===== src/rtl/prochot_monitor.sv =====
`default_nettype none
// ============================================================================
//  Module      : prochot_monitor
//  Description : Receive side of the PROCHOT# interface. Synchronises each
//                CPU's open-drain PROCHOT# pin and debounces it on the 32KHz
//                tick. It separates assertion caused by our own driver from
//                external (CPU/VR) assertion. It reports live status, sticky
//                status and saturating per-CPU event counts.
//                Optional feature macro: PROCHOT_DUTY_EN adds a per-CPU duty
//                measurement (asserted ticks per window).
//  Revision    : 1.0  initial release
// ============================================================================
module prochot_monitor #(
    parameter int NUMBER_OF_CPUS = 2,
    parameter int DEBOUNCE_TICKS = 4,
    parameter int EVT_CNT_W      = 8,
    parameter int WINDOW_TICKS   = 32768,
    parameter int DUTY_W         = 16
) (
    input  logic                                sys_clk,
    input  logic                                reset_n,
    input  logic                                t30p5us,
    input  logic [NUMBER_OF_CPUS-1:0]           prochot_n_in,
    input  logic [NUMBER_OF_CPUS-1:0]           prochot_outen,
    input  logic                                sts_clr,
    output logic [NUMBER_OF_CPUS-1:0]           prochot_active,
    output logic [NUMBER_OF_CPUS-1:0]           prochot_ext,
    output logic [NUMBER_OF_CPUS-1:0]           prochot_ext_sticky,
    output logic [NUMBER_OF_CPUS*EVT_CNT_W-1:0] prochot_evt_cnt,
    output logic [NUMBER_OF_CPUS*DUTY_W-1:0]    prochot_duty,
    output logic                                duty_valid
);

    typedef enum logic [1:0] {
        ST_IDLE     = 2'd0,
        ST_QUAL_ON  = 2'd1,
        ST_ASSERTED = 2'd2,
        ST_QUAL_OFF = 2'd3
    } state_t;

    localparam logic [3:0]           DEB_LAST = 4'(DEBOUNCE_TICKS);
    localparam logic [EVT_CNT_W-1:0] CNT_MAX  = '1;

    logic [NUMBER_OF_CPUS-1:0] pin_meta;
    logic [NUMBER_OF_CPUS-1:0] pin_sync;
    logic [NUMBER_OF_CPUS-1:0] outen_p1;
    logic [NUMBER_OF_CPUS-1:0] outen_d;

    // Two-flop pin synchroniser; outen rides an equal-length pipe so the two stay aligned
    always_ff @(posedge sys_clk or negedge reset_n) begin
        if (!reset_n) begin
            pin_meta <= '1;
            pin_sync <= '1;
            outen_p1 <= '0;
            outen_d  <= '0;
        end else begin
            pin_meta <= prochot_n_in;
            pin_sync <= pin_meta;
            outen_p1 <= prochot_outen;
            outen_d  <= outen_p1;
        end
    end

    for (genvar g = 0; g < NUMBER_OF_CPUS; g++) begin : g_cpu
        state_t               state, state_nxt;
        logic [3:0]           deb_cnt, deb_cnt_nxt;
        logic [3:0]           deb_inc;
        logic                 ext_cand, ext_cand_nxt;
        logic                 ext_flag, ext_flag_nxt;
        logic                 sticky, sticky_nxt;
        logic [EVT_CNT_W-1:0] evt_cnt, evt_cnt_nxt;
        logic                 evt;
        logic                 pin_low;

        assign pin_low = ~pin_sync[g];
        assign deb_inc = deb_cnt + 4'd1;

        // Debounce FSM state, qualification counter, source tracking and event statistics
        always_ff @(posedge sys_clk or negedge reset_n) begin
            if (!reset_n) begin
                state    <= ST_IDLE;
                deb_cnt  <= 4'd0;
                ext_cand <= 1'b0;
                ext_flag <= 1'b0;
                sticky   <= 1'b0;
                evt_cnt  <= '0;
            end else begin
                state    <= state_nxt;
                deb_cnt  <= deb_cnt_nxt;
                ext_cand <= ext_cand_nxt;
                ext_flag <= ext_flag_nxt;
                sticky   <= sticky_nxt;
                evt_cnt  <= evt_cnt_nxt;
            end
        end

        // Next-state decode; an event taking place in the same clk as sts_clr wins over the clear
        always_comb begin
            state_nxt    = state;
            deb_cnt_nxt  = deb_cnt;
            ext_cand_nxt = ext_cand;
            ext_flag_nxt = ext_flag;
            evt          = 1'b0;
            if (t30p5us) begin
                case (state)
                    ST_IDLE: begin
                        if (pin_low) begin
                            ext_cand_nxt = ~outen_d[g];
                            if (DEB_LAST == 4'd1) begin
                                // Single-sample debounce passes straight through qualification
                                state_nxt    = ST_ASSERTED;
                                deb_cnt_nxt  = 4'd0;
                                evt          = ~outen_d[g];
                                ext_flag_nxt = ~outen_d[g];
                            end else begin
                                state_nxt   = ST_QUAL_ON;
                                deb_cnt_nxt = 4'd1;
                            end
                        end
                    end
                    ST_QUAL_ON: begin
                        if (!pin_low) begin
                            state_nxt   = ST_IDLE;
                            deb_cnt_nxt = 4'd0;
                        end else if (deb_inc == DEB_LAST) begin
                            state_nxt    = ST_ASSERTED;
                            deb_cnt_nxt  = 4'd0;
                            evt          = ext_cand & ~outen_d[g];
                            ext_flag_nxt = ext_cand & ~outen_d[g];
                        end else begin
                            deb_cnt_nxt = deb_inc;
                        end
                    end
                    ST_ASSERTED: begin
                        if (!pin_low) begin
                            if (DEB_LAST == 4'd1) begin
                                state_nxt    = ST_IDLE;
                                deb_cnt_nxt  = 4'd0;
                                ext_flag_nxt = 1'b0;
                            end else begin
                                state_nxt   = ST_QUAL_OFF;
                                deb_cnt_nxt = 4'd1;
                            end
                        end
                    end
                    ST_QUAL_OFF: begin
                        if (pin_low) begin
                            state_nxt   = ST_ASSERTED;
                            deb_cnt_nxt = 4'd0;
                        end else if (deb_inc == DEB_LAST) begin
                            state_nxt    = ST_IDLE;
                            deb_cnt_nxt  = 4'd0;
                            ext_flag_nxt = 1'b0;
                        end else begin
                            deb_cnt_nxt = deb_inc;
                        end
                    end
                    default: begin
                        state_nxt    = ST_IDLE;
                        deb_cnt_nxt  = 4'd0;
                        ext_flag_nxt = 1'b0;
                    end
                endcase
            end
            // Our own driver becoming active at any point disqualifies the candidate
            if (outen_d[g]) begin
                ext_cand_nxt = 1'b0;
            end

            sticky_nxt  = sticky;
            evt_cnt_nxt = evt_cnt;
            if (sts_clr) begin
                sticky_nxt  = 1'b0;
                evt_cnt_nxt = '0;
            end
            if (evt) begin
                sticky_nxt = 1'b1;
                if (sts_clr) begin
                    evt_cnt_nxt = EVT_CNT_W'(1);
                end else if (evt_cnt != CNT_MAX) begin
                    evt_cnt_nxt = evt_cnt + EVT_CNT_W'(1);
                end
            end
        end

        assign prochot_active[g]     = (state == ST_ASSERTED) || (state == ST_QUAL_OFF);
        assign prochot_ext[g]        = prochot_active[g] & ext_flag;
        assign prochot_ext_sticky[g] = sticky;
        assign prochot_evt_cnt[g*EVT_CNT_W +: EVT_CNT_W] = evt_cnt;
    end

`ifdef PROCHOT_DUTY_EN
    localparam int                WIN_W    = (WINDOW_TICKS > 1) ? $clog2(WINDOW_TICKS) : 1;
    localparam logic [WIN_W-1:0] WIN_LAST = WIN_W'(WINDOW_TICKS - 1);

    logic [WIN_W-1:0] win_cnt;
    logic             win_term;
    logic             duty_valid_q;

    assign win_term = t30p5us && (win_cnt == WIN_LAST);

    // Free-running window of tick counts; pulse valid on the terminal tick
    always_ff @(posedge sys_clk or negedge reset_n) begin
        if (!reset_n) begin
            win_cnt      <= '0;
            duty_valid_q <= 1'b0;
        end else begin
            duty_valid_q <= win_term;
            if (win_term) begin
                win_cnt <= '0;
            end else if (t30p5us) begin
                win_cnt <= win_cnt + WIN_W'(1);
            end
        end
    end

    assign duty_valid = duty_valid_q;

    for (genvar g = 0; g < NUMBER_OF_CPUS; g++) begin : g_duty
        logic [DUTY_W-1:0] acc;
        logic [DUTY_W-1:0] duty_q;
        logic [DUTY_W:0]   sum;

        // Full-window duty equals WINDOW_TICKS, which may not fit; clamp to all-ones
        assign sum = {1'b0, acc} + (DUTY_W+1)'(prochot_active[g]);

        // Accumulate asserted ticks and publish the total at the end of each window
        always_ff @(posedge sys_clk or negedge reset_n) begin
            if (!reset_n) begin
                acc    <= '0;
                duty_q <= '0;
            end else if (win_term) begin
                duty_q <= sum[DUTY_W] ? '1 : sum[DUTY_W-1:0];
                acc    <= '0;
            end else if (t30p5us) begin
                acc <= sum[DUTY_W-1:0];
            end
        end

        assign prochot_duty[g*DUTY_W +: DUTY_W] = duty_q;
    end
`else
    assign prochot_duty = '0;
    assign duty_valid   = 1'b0;
`endif

endmodule
`default_nettype wire


===== config.mk =====
export PLATFORM = sky130hd
export DESIGN_NAME = prochot_monitor
export DESIGN_NICKNAME = d
export VERILOG_FILES = /design/src/rtl/prochot_monitor.sv
export SDC_FILE = /design/constraint.sdc
export NUM_CORES = 1
export LEC_CHECK = 0
export CORE_MARGIN = 1
export CORE_UTILIZATION = 44
export CTS_CLUSTER_DIAMETER = 30
export DETAILED_ROUTE_END_ITERATION = 6
export PLACE_DENSITY = 0.8
export REMOVE_ABC_BUFFERS = 1
export SLEW_MARGIN = 20
export SYNTH_ARGS = -nofsm -noshare
export SYNTH_HDL_FRONTEND = slang
export SYNTH_SLANG_ARGS = --single-unit

===== constraint.sdc =====
create_clock -name sys_clk -period 2.1 [get_ports sys_clk]
set_input_delay 0.42 -clock sys_clk [delete_from_list [all_inputs] [get_ports sys_clk]]
set_output_delay 0.42 -clock sys_clk [all_outputs]
set_load 0.1 [all_outputs]

* After elaboration in Yosys (flattened, before gate mapping)
Index checks and enable logic that the tools add are counted.
** Storage, ports and cells
- Bits in registers :: 42
- Output and inout bits :: 55
- Logic and storage cells :: 137
** Cells by class
- Add/sub/neg operators :: 4
- Equality and inequality tests :: 28
- Muxes and demuxes :: 63
- Bitwise logic cells :: 6
- Reduce and logical (&&, ||, !) cells :: 20
** Operator list (number)
- 2-to-1 mux 8 bit :: 8
- 2-to-1 mux 4 bit :: 10
- one-hot mux 4 bit (4 select lines) :: 2
- 2-to-1 mux 1 bit :: 27
- 2-to-1 mux 2 bit :: 12
- != test 2 bit (second input constant) :: 12
- adder 8 x 1 -> 8 bit (second input constant) :: 2
- != test 8 bit (second input constant) :: 2
- one-hot mux 2 bit (4 select lines) :: 2
- nonzero test 2 bit :: 8
- != test 3 bit (second input constant) :: 4
- AND reduction 3 bit :: 4
- AND reduction 6 bit :: 2
- AND reduction 5 bit :: 2
- adder 4 x 1 -> 4 bit (second input constant) :: 2
- == test 2 bit (second input constant) :: 4
- == test 4 x 3 -> 1 bit (second input constant) :: 2
- AND 1 bit :: 4
- == test 2 x 1 -> 1 bit (second input constant) :: 2
- zero test 2 bit :: 2
- != test 2 x 1 -> 1 bit (second input constant) :: 2
- one-hot mux 1 bit (2 select lines) :: 2
- logical OR 1 bit :: 2
- inverter 1 bit :: 2

* Longest topological paths before layout
Gate-level depths: netlist of run 1.
- Word-level depth :: 7
- Mapped depth :: 6
- Gate-level depth less buffers :: 6

* Least setup slack after synthesis of run 1
Ideal clock, no wire load.
- Path type :: flip-flop to flip-flop
- Start :: register g_cpu[0].evt_cnt[0]
- End :: register g_cpu[0].evt_cnt[5]
- Arrival :: 2.132 ns
- Data required time :: 1.968 ns
- Slack :: -0.164 ns
- Cell stages (with the launch flop) :: 7
- Buffers on the path :: 0
- Clock period less this slack :: 2.264 ns
- Cell sequence :: dfrtp_1 -> ha_1 -> nand4_1 -> o211ai_1 -> nor3b_1 -> xnor2_1 -> nor2_1
** On the way
- Word-level cells in the longest chain between the ends :: 4
- Elaborated cells on any way between the ends :: 5
- Those cells by class :: 1 x add/sub; 1 x eq/ne; 3 x mux
** Ends and longest elaborated chain
- from (decl) :: line 71 : logic [EVT_CNT_W-1:0] evt_cnt, evt_cnt_nxt;
- from (signal assigned) :: line 93 : evt_cnt <= evt_cnt_nxt;
- adder 8 x 1 -> 8 bit or != test 8 bit (tied branches) :: line 181, 180
- 2-to-1 mux 8 bit * :: line 180 : end else if (evt_cnt != CNT_MAX) begin
- 2-to-1 mux 8 bit * :: line 178 : if (sts_clr) begin
- 2-to-1 mux 8 bit * :: line 176 : if (evt) begin
- via g_cpu[0].evt_cnt_nxt[5] :: line 71
Mark *: on every way through the listed nets, which the timed path passes. The rest lies on a longest branch.
A chain may end at the register's enable or synchronous reset.

* Final worst setup path of run 1
- Start :: register g_cpu[1].deb_cnt[0]
- End :: register g_cpu[1].evt_cnt[5]
** On the way
- Word-level cells in the longest chain between the ends :: 7
** Ends and longest elaborated chain
- from (decl) :: line 66 : logic [3:0] deb_cnt, deb_cnt_nxt;
- from (signal assigned) :: line 89 : deb_cnt <= deb_cnt_nxt;
- adder 4 x 1 -> 4 bit :: line 76 : assign deb_inc = deb_cnt + 4'd1;
- == test 4 x 3 -> 1 bit :: line 125 : end else if (deb_inc == DEB_LAST) begin
- 2-to-1 mux 1 bit :: line 125
- 2-to-1 mux 1 bit :: line 122 : if (!pin_low) begin
- 2-to-1 mux 1 bit :: line 105 : case (state)
- 2-to-1 mux 1 bit :: line 104 : if (t30p5us) begin
- 2-to-1 mux 8 bit :: line 176
- via g_cpu[1].evt_cnt_nxt[5] :: line 71
- to (signal assigned) :: line 93
- to (decl) :: line 71
The timed path passes the listed nets, and every way through them passes these cells.

==> flow_summary.toml, run 1 <==
[outcome]
status = "finished clean"

[synth]
yosys.area_share.simple = 0.220
seq_area_frac_synth = 0.436
synth_edf_count = 0
async_flop_share = 1.00
yosysTopAreaCellShare = 0.393
synth-adder-area-share = 0.0310
ys_ff_latch = 42
synthTopCellsByArea = "dfrtp_1, buf_4, dfstp_2"
netlist_area_um2 = 2420
yosys.area_share.xor_xnor = 0.0217
yosys-top-cells-count = "dfrtp_1, buf_4, nor2_1"
synth_cell_type_count = 51
synth_most_common_cell = "dfrtp_1"
yosys.area.top_type = "dfrtp_1"
synth-compound-area-share = 0.146
synth_warnings = 0
synth_top_family_by_area = "simple AND/OR/NAND/NOR gates"
synth_ff_type = "dfrtp_1"
synth_area_per_cell_um2 = 9.60
syn_inst = 252
synthMuxAreaShare = 0.0129

[final_layout]
drive_above_1_share = 0.218
synthToLayoutAreaGrowth_pct = 17.2
n_fill_cell = 476
fin_nets = 311
fin_util = 0.545
n_antenna_cell = 0
fin_area_um2 = 2840

[global_routing]
grt_use_total = 0.168
grt_pass1_vias = 1797
overflow = 0
grt_pass1_wl_mm = 7.85
grt_max_degree = 43
antenna_found_initial = 0

[setup_path]
cp_data_arrival_time_ns = 2.16
start_kind = "register"
crit_fanout = 5
critPathKind = "reg2reg"
cp-end-kind = "register"
worstPathRequired_ns = 2.28

[floorplanning]
placementRows = 26
io-pin-count = 63
initial_core_util = 0.465
coreArea_um2 = 5200
die-area_um2 = 5800
fp.dieW_um = 76.2
chipHeight_um = 76.2

[clock_network]
cts.sinks = 42
clk_latency_ns = 0.30
cts.path.max_buffers = 2
cts_buffers = 5
cts_tree = "yes"
ctsHoldBuffers = 0
cts_root_buffer = "clkbuf_8"
htreeDepth = 2
clk_pin_slew_worst_paths_ns = 0.08

[route]
first_pass_iters = 4
ant_nets = 0
drcViolationCount = 0
wl_per_cell_um = 12.8
initialDrtViolationCount = 96
vias_per_cell = 5.15
finalWirelength_mm = 4.71
num_vias = 1896

[sta]
max_clock_freq_mhz = 507
period_share = 0.940
finalSetupViolCount = 0
worstMarginPinSlew_ns = 0.513
rsz0062_at_grt = "false"
maxSlewViolCount = 0
fin_crit_ns = 1.97
relSlewSlack = 0.658
finalHoldViolCount = 0
finClkSkew_ns = 0.00983

[place]
gp_congestion = 0.825
place_hpwl_mm = 3.41
port_buffers = 29
placed_area_um2 = 2720

[pwr]
power_density_nw_per_um2 = 892
irDropWorstVdd_uv = 519
power.leakage_nw = 1.31

[flow_run]
maxCapViolCount = 0

[hold_path]
hold_path_class = "in2async"
[path summary, 6_finish.rpt]
check / from / to / slack (ns) / cells after the start
setup / recovery: g_cpu[1].deb_cnt[0] / g_cpu[1].evt_cnt[5] / 0.13 / 6
hold / removal: reset_n / g_cpu[1].evt_cnt[7] / 0.17 / 2
setup reg to reg: g_cpu[1].deb_cnt[0] / g_cpu[1].evt_cnt[5] / 0.13 / 6
hold reg to reg: pin_meta[1] / pin_sync[1] / 0.36 / 0
max in group asynchronous: reset_n / pin_sync[1] / 1.55 / 2
min in group sys_clk: pin_meta[1] / pin_sync[1] / 0.36 / 0
[state kept, by name, indices dropped and copies added (netlist names), named ones only]
register and flops:
g_cpu.sticky 2, g_cpu.state 2, pin_meta 2, g_cpu.ext_cand 2, g_cpu.deb_cnt 8, pin_sync 2
g_cpu.evt_cnt 16, outen_p1 2, outen_d 2, g_cpu.ext_flag 2
[power by group]
group | internal (mW) | switching, mW | total (mW)
logic | 0.262 | 0.698 | 0.960
clock network | 0.265 | 0.274 | 0.539
registers | 0.912 | 0.120 | 1.03
[cell usage in the layout, fill, tap and decap left out, drive strengths merged, types with 2 or more instances in the layout]
cell           netlist  routed
o21ai               14      14
mux2i                2       2
nor2                27      27
and3                 2       2
o31ai                2       2
dfrtp               38      38
and2                 2       2
nand2               19      19
nand3               11      11
nor3b                6       6
nor2b                4       4
clkdlybuf4s50        0       6
buf                 37      42
and2b                2       2
xnor2                6       6
clkbuf               5       7
ha                   6       6
nor4                 2       2
a21oi                9       9
a211oi               3       3
nand4                4       4
conb                 1      33
dfstp                4       4
nand3b               2       2
o21a                 2       2
o211ai               4       4
nor4b                2       2
inv                  6       6
a21o                 4       4
a31oi                5       5
nor3                 7       7
[repair_timing]
action / CTS / global route
buffers inserted: 0 / 1
gates resized for setup: 0 / 2
setup endpoints to repair: 0 / 6
[per-layer routing]
metal,vias up,part of all wire,global-route usage
met5,-,0,0
met4,0,0.0095,0.0385
met3,8,0.060,0.0455
met2,66,0.50,0.301
met1,911,0.43,0.200
li1,911,-,-
[metrics by stage]
stage	hold WS, ns	TNS (ns)	power [mW]	setup WS [ns]	cells
floorplan	0.124	-1.08	1.73	-0.159	242
global placement	0.333	-0.0129	1.95	-0.0129	359
detailed placement	0.343	-0.0814	1.99	-0.0814	359
CTS	0.197	0	2.54	0.0528	367
global route	0.210	0	2.68	0.000770	368
finish	0.174	0	2.53	0.127	368
[cell type report]
| class | count | area, um2 | area share |
|---|---|---|---|
| Tap cell | 70 | 87.6 | 0.0309 |
| Inverter | 6 | 22.5 | 0.00794 |
| Timing Repair Buffer | 48 | 398 | 0.140 |
| Clock inverter | 1 | 5.00 | 0.00176 |
| Clock buffer | 7 | 86.3 | 0.0304 |
| Sequential cell | 42 | 1060 | 0.372 |
| Multi-Input combinational cell | 194 | 1180 | 0.416 |
[critical path, cell delays in order (launching register included)]
cell	delay [ns]
dfrtp_1	0.38
ha_1	0.21
and2b_1	0.24
o211ai_2	0.14
a21o_4	0.27
nor4_4	0.27
mux2_2	0.36
[logic make-up (layout without fill, tap and decap cells)]
logic type,after synthesis,count (layout)
AOI/OAI and AO/OA,51,51
xor gates and xnor gates,6,6
adders and majority gates,6,6
buffers and inverters,48,62
DFF,42,42
muxes,3,3
other,1,33
and+or+nand+nor,95,95
Power figures use the tool's default switching activity.
==> run 2: changes to the inputs <==
--- a/config.mk
+++ b/config.mk
@@ -15,3 +15,4 @@
 export SYNTH_ARGS = -nofsm -noshare
 export SYNTH_HDL_FRONTEND = slang
 export SYNTH_SLANG_ARGS = --single-unit
+export TNS_END_PERCENT = 20
==> results of run 2 <==
The final DEF is identical to that of run 1; final timing and power are the same.
